--- src/rtl/cpu_status_unit.sv ---
// Status/termination unit: detects HALT or decode errors in ID, freezes issue,
// drains the pipeline, then parks in HALTED or ERROR. Also keeps saturating
// cycle and retired-instruction counters.
module cpu_status_unit #(
  parameter int unsigned PC_WIDTH     = 16,
  parameter int unsigned CNT_WIDTH    = 32,
  parameter int unsigned DRAIN_CYCLES = 4
) (
  input  logic                 clk,
  input  logic                 reset,
  input  logic                 id_valid,
  input  logic [PC_WIDTH-1:0]  id_pc,
  input  logic                 id_halt,
  input  logic                 id_bad_opcode,
  input  logic                 id_bad_funct,
  input  logic                 stall_in,
  input  logic                 wb_retire,
  output logic                 freeze,
  output logic                 halted,
  output logic                 error,
  output logic [1:0]           error_code,
  output logic [PC_WIDTH-1:0]  error_pc,
  output logic [CNT_WIDTH-1:0] cycle_count,
  output logic [CNT_WIDTH-1:0] retired_count
);

  localparam int unsigned DW = (DRAIN_CYCLES > 1) ? $clog2(DRAIN_CYCLES) : 1;

  typedef enum logic [1:0] {StRun, StDrain, StHalted, StError} state_e;

  state_e                 state_q, state_d;
  logic [DW-1:0]          drain_q, drain_d;
  logic                   err_pending_q, err_pending_d;
  logic [1:0]             code_q, code_d;
  logic [PC_WIDTH-1:0]    pc_q, pc_d;
  logic                   halted_q, error_q;
  logic [CNT_WIDTH-1:0]   cycle_q, cycle_d;
  logic [CNT_WIDTH-1:0]   retired_q, retired_d;
  logic                   accept;
  logic                   has_err;
  logic                   active;

  assign has_err = id_bad_opcode | id_bad_funct;
  assign accept  = (state_q == StRun) & id_valid & ~stall_in & (id_halt | has_err);
  // Accepting instruction already blocks the next one from issuing.
  assign freeze  = (state_q != StRun) | accept;
  assign active  = (state_q == StRun) | (state_q == StDrain);

  // Next-state logic: termination FSM, drain countdown and error latches.
  always_comb begin
    state_d       = state_q;
    drain_d       = drain_q;
    err_pending_d = err_pending_q;
    code_d        = code_q;
    pc_d          = pc_q;
    unique case (state_q)
      StRun: begin
        if (accept) begin
          state_d       = StDrain;
          drain_d       = DW'(DRAIN_CYCLES - 1);
          // Error wins over a simultaneous HALT.
          err_pending_d = has_err;
          if (has_err) begin
            code_d = {id_bad_funct, id_bad_opcode};
            pc_d   = id_pc;
          end
        end
      end
      StDrain: begin
        if (drain_q == '0) begin
          state_d = err_pending_q ? StError : StHalted;
        end else begin
          drain_d = drain_q - 1'b1;
        end
      end
      default: ;
    endcase
  end

  // Saturating counters, frozen once the unit has parked.
  always_comb begin
    cycle_d   = cycle_q;
    retired_d = retired_q;
    if (active && (cycle_q != '1)) begin
      cycle_d = cycle_q + 1'b1;
    end
    if (active && wb_retire && (retired_q != '1)) begin
      retired_d = retired_q + 1'b1;
    end
  end

  // State register; halted/error are flopped from the parked state, so they
  // rise one edge after the FSM leaves DRAIN.
  always_ff @(posedge clk) begin
    if (reset) begin
      state_q       <= StRun;
      drain_q       <= '0;
      err_pending_q <= 1'b0;
      code_q        <= 2'b00;
      pc_q          <= '0;
      halted_q      <= 1'b0;
      error_q       <= 1'b0;
      cycle_q       <= '0;
      retired_q     <= '0;
    end else begin
      state_q       <= state_d;
      drain_q       <= drain_d;
      err_pending_q <= err_pending_d;
      code_q        <= code_d;
      pc_q          <= pc_d;
      halted_q      <= (state_q == StHalted);
      error_q       <= (state_q == StError);
      cycle_q       <= cycle_d;
      retired_q     <= retired_d;
    end
  end

  assign halted        = halted_q;
  assign error         = error_q;
  assign error_code    = code_q;
  assign error_pc      = pc_q;
  assign cycle_count   = cycle_q;
  assign retired_count = retired_q;

endmodule
--- config.mk ---
export PLATFORM = sky130hd
export DESIGN_NAME = cpu_status_unit
export DESIGN_NICKNAME = d
export VERILOG_FILES = /design/src/rtl/cpu_status_unit.sv
export SDC_FILE = /design/constraint.sdc
export NUM_CORES = 1
export LEC_CHECK = 0
export ABC_AREA = 1
export CAP_MARGIN = 20
export CORE_AREA = 2 2 115 84
export DETAILED_ROUTE_END_ITERATION = 12
export DIE_AREA = 0 0 117 86
export PLACE_DENSITY_LB_ADDON = 0.12
export SYNTH_ARGS = -nofsm -noshare
export SYNTH_HDL_FRONTEND = slang
export SYNTH_SLANG_ARGS = --single-unit
--- constraint.sdc ---
create_clock -name clk -period 2.7 [get_ports clk]
set_input_delay 0.405 -clock clk [delete_from_list [all_inputs] [get_ports clk]]
set_output_delay 0.405 -clock clk [all_outputs]
set_load 0.03 [all_outputs]
* After elaboration in Yosys (flattened, before gate mapping)
Index checks and enable logic that the tools add are counted.
Word-level totals: input port bits 24, flip-flop bits (word level) 89, output and inout bits 85, word-level logic and storage cells 46
Operators by class: muxes and demuxes 7, reductions and logical operators 11, bitwise operators 8, equal/unequal tests 8, add/sub/neg operators 3
Operators by type and width (count):
- 32-bit by 1-bit adder with 32-bit output (second input constant) | 2
- 32-bit != test (second input constant) | 2
- 3-bit AND reduction | 3
- 2-bit 2-to-1 mux | 4
- 2-bit one-hot mux with 2 select lines | 2
- 2-bit equality test (second input constant) | 2
- 2-bit logical NOT | 2
- 2-bit != test (second input constant) | 2
- 1-bit bitwise OR | 4
- 2-bit nonzero test | 2
- 1-bit bitwise AND | 3
- 1-bit logical AND | 3
- 2-bit by 1-bit equality test with 1-bit output (second input constant) | 1
- 2-bit by 1-bit != test with 1-bit output (second input constant) | 1
- 2-bit AND reduction | 1
- 2-bit by 1-bit subtractor with 2-bit output (second input constant) | 1
- 1-bit 2-to-1 mux | 1
- 1-bit NOT | 1

* Logic depth before layout (Yosys ltp)
depth in word-level cells 6, gate-level depth with buffers 11, depth with buffers taken out 10

* Worst setup path before layout
OpenSTA, ideal clock, no wires.
path kind register to register, start register cycle_q[0], in the netlist cycle_count[0], end register cycle_q[17], in the netlist cycle_count[17], data arrival time 1.721 ns, period minus slack after synthesis 1.837 ns, data required time 2.584 ns, cell stages (with the launch flop) 10, path slack 0.863 ns, buffers on the path 1, setup time 0.116 ns, cells stage by stage dfxtp_1 ha_1 nand2_1 nor2_2 nand2_2 nor2_8 nand3_4 buf_6 a21oi_1 nor2_1
On the way: longest elaborated chain between the ends 2, elaborated cells between the ends (all ways) 3, classes of those cells 1 x add/sub; 1 x eq/ne; 1 x reduce/logical
RTL lines:
- start, declared | line 37 | logic [CNT_WIDTH-1:0] cycle_q, cycle_d;
- start signal, assigned | line 113 | cycle_q <= cycle_d;
- parallel branches: the longest is 2 deep, another holds 32-bit by 1-bit adder with 32-bit output
Parallel ways; which one is timed is not known. A chain may end at the register's enable or synchronous reset.

* Worst setup path in the final report
start register state_q[1], end output freeze
On the way: longest elaborated chain between the ends 5, elaborated cells between the ends (all ways) 6, classes of those cells 4 x bitwise; 2 x reduce/logical
RTL lines:
- start, declared | line 31 | state_e state_q, state_d;
- start signal, assigned | line 96 | state_q <= StRun;
- start signal, assigned | line 106 | state_q <= state_d;
- 2-bit logical NOT | line 44 | assign accept = (state_q == StRun) & id_valid & ~stall_in & (id_halt | has_err);
- 1-bit bitwise AND (3 in series) | line 44
- 1-bit bitwise OR (*) | line 46 | assign freeze = (state_q != StRun) | accept;
- end, declared | line 18 | output logic freeze,
Every way passes the cells marked *; elsewhere a longest branch is shown, timed or not.

==> out/results.txt <==
Seq/Total Area, Yosys -> 0.3717
worst-path fanout max -> 11
startpoint types -> flop
Inst Count DP -> 952
Setup CP Type -> reg2out
Via Count -> 5298
DRC -> 0
vias in the first global route -> 4676
die height -> 86 µm
unrepaired setup endpoints after global routing -> false
final-report max-slew violation count -> 0
HP Class -> reg2reg
Area Overhead vs Synth -> 29.94%
TritonCTS Buffers -> 9
nets -> 866
hold_buf cts -> 0
flop2flop setup slack -> 0.49 ns
number of flops mapped to enable cells by yosys -> 0
layout cell share with drive strength beyond 1 -> 0.07227
post-synthesis register bit count -> 89
largest net degree at the start of global routing -> 35
First-pass DRT Iterations -> 6
Worst VDD drop -> 0.4804 mV
Async S/R FF share, synth -> 0
Mapped Avg Cell Area -> 6.495 µm²
CTS H-tree depth -> 3
Worst-path clk slew -> 0.07 ns
Synth cell types -> 32
CTS sink count -> 89
Tot GR Track Use -> 0.2784
Slew @ Worst Pin -> 0.4375 ns
max_slew headroom -> 0.7061
min Tclk post-route -> 2.300 ns
Syn Inst Count -> 738
first-pass GRT wire length -> 22310 µm
status -> completed
GP Congestion -> 0.9398
Diodes inserted -> 0
initial core utilization -> 0.5392
Post-Syn Area -> 4793 µm²
fmax -> 434.7 MHz
pwr/cell area -> 473.5 nW/µm²
root buffer cell -> clkbuf_16
Clock Skew -> 0.006673 ns
Routed WL -> 13830 µm
CTS tree -> done
die width -> 117 µm
total grt overflow -> 0
Ys Warns -> 0
syn_nets -> 765
Max Cap Viol -> 0
port bufs -> 108
Clock Latency Late Sink -> 0.34 ns
Wirelength per Cell -> 14.29 µm
FP Rows -> 29
PostCTS Resize Cnt -> 0
Leak -> 0.002243 µW
# IOs -> 109
antenna violations before repair -> 0
required time of the critical path -> 2.30 ns
worst setup path start -> state_q[1]
post-route ant nets -> 0
min-delay src -> error_pc[3]
postcts setup bufs -> 0
crit end category -> output port
endpoints failing hold -> 0
DRT iter0 DRCs -> 470
Primary FF master, synth -> dfxtp_1
Setup TNS -> 0 ns
CTS Buffer Depth -> 2
Die Area -> 10060 µm²
Final period util -> 0.8520
r2r startpoint -> retired_count[0]
CP arrival -> 1.90 ns
final setup vio count -> 0
Vias/cell -> 5.473
core area -> 8890 µm²
DP HPWL -> 10260 µm
final non-filler cell total -> 968
-- where the power goes --
part / switching [µW] / internal [µW] / leakage (µW)
clock: 528 / 748 / 0.000142
sequential: 26.1 / 1340 / 0.000720
combinational: 182 / 120 / 0.00138
-- stage by stage --
step | cell area, µm² | utilization | worst slack [ns] | hold slack (ns) | total power (µW)
after floorplan | 4793 | - | 0.8627 | 0.4372 | 1579
after global placement | 5923 | 0.6663 | 0.5926 | 0.4472 | 1690
after detailed placement | 5923 | 0.6663 | 0.4771 | 0.4576 | 1697
after CTS | 6228 | 0.7006 | 0.4713 | 0.4634 | 2969
after global routing | 6228 | 0.7006 | 0.2788 | 0.4801 | 3063
final | 6228 | 0.7006 | 0.3997 | 0.4641 | 2949
-- cells in the mapped netlist, types with 2 or more instances --
| cell type | instances | area, µm² |
|---|---|---|
| nand2_1 | 192 | 720.7 |
| nor2_1 | 144 | 540.5 |
| dfxtp_1 | 89 | 1782 |
| nand3_1 | 83 | 415.4 |
| a21oi_1 | 75 | 375.4 |
| inv_1 | 41 | 153.9 |
| nand4_1 | 14 | 87.58 |
| nor3_1 | 13 | 65.06 |
| buf_2 | 11 | 55.05 |
| nor2_2 | 9 | 56.30 |
| nand2_2 | 8 | 50.05 |
| nand3_2 | 6 | 60.06 |
| xor2_1 | 6 | 52.55 |
| buf_6 | 5 | 56.30 |
| clkbuf_1 | 5 | 18.77 |
| inv_2 | 5 | 18.77 |
| a31oi_1 | 4 | 25.02 |
| o21ai_0 | 4 | 20.02 |
| ha_1 | 3 | 37.54 |
| nand3b_1 | 3 | 22.52 |
| nor2_4 | 3 | 33.78 |
| a21oi_2 | 2 | 17.52 |
| buf_4 | 2 | 15.01 |
| nand2_4 | 2 | 22.52 |
| xnor2_1 | 2 | 17.52 |
-- logic make-up (layout without fill, tap and decap cells) --
kind of cell               count (synthesis)  after routing  share of synthesized area
and+or+nand+nor                          483            483                     0.4474
DFF                                       89             89                     0.3717
AOI/OAI and AO/OA                         85             85                    0.09136
buffers and inverters                     70            176                    0.06708
xor gates and xnor gates                   8              8                    0.01462
adders and majority gates                  3              3                   0.007832
-- flip-flops by register name, indices dropped and copies added, names as in the netlist --
name           cells
cycle_count       32
retired_count     32
error_pc          16
drain_q            2
error_code         2
state_q            2
err_pending_q      1
error              1
halted             1
-- worst max-delay path, cell delays in order, from the launching register on --
cell	delay, ns
dfxtp_1	0.35
inv_1	0.34
nand3_1	0.20
o21ai_0	0.32
inv_1	0.09
nand2_1	0.09
buf_4	0.16
-- cells in the final DEF, fill, tap and decap left out, drive strengths merged --
cell and instances:
nand2 202, nor2 157, clkdlybuf4s50 107, nand3 90, dfxtp 89, a21oi 77, inv 47, nand4 15
nor3 13, clkbuf 11, buf 7, xor2 6, o21ai 4, a31oi 4, nand3b 3, ha 3
xnor2 2, clkinvlp 2, or2 1, nor2b 1, nor3b 1, bufinv 1, clkinv 1
-- path summary, 6_finish.rpt --
kind	to	depth (start not counted)
setup / recovery	freeze	6
hold / removal	error_pc[3]	2
setup reg to reg	retired_count[21]	9
hold reg to reg	error_pc[3]	2
-- area by class of cell --
type | count | area, µm²
Clock inverter | 5 | 62.56
Clock buffer | 11 | 242.7
Fill cell | 781 | 2661
Multi-Input combinational cell | 579 | 2690
Sequential cell | 89 | 1782
Tap cell | 124 | 155.1
Inverter | 46 | 172.7
Timing Repair Buffer | 114 | 1124
-- per-layer routing --
metal  GRT usage  wire (µm)  vias up
met5           0          0        -
met4     0.04278         63        0
met3     0.08834       1288       11
met2      0.4088       5982      213
met1      0.4073       6499     2465
li1            -          -     2609
Note: power is estimated with default switching activity, not from simulation.
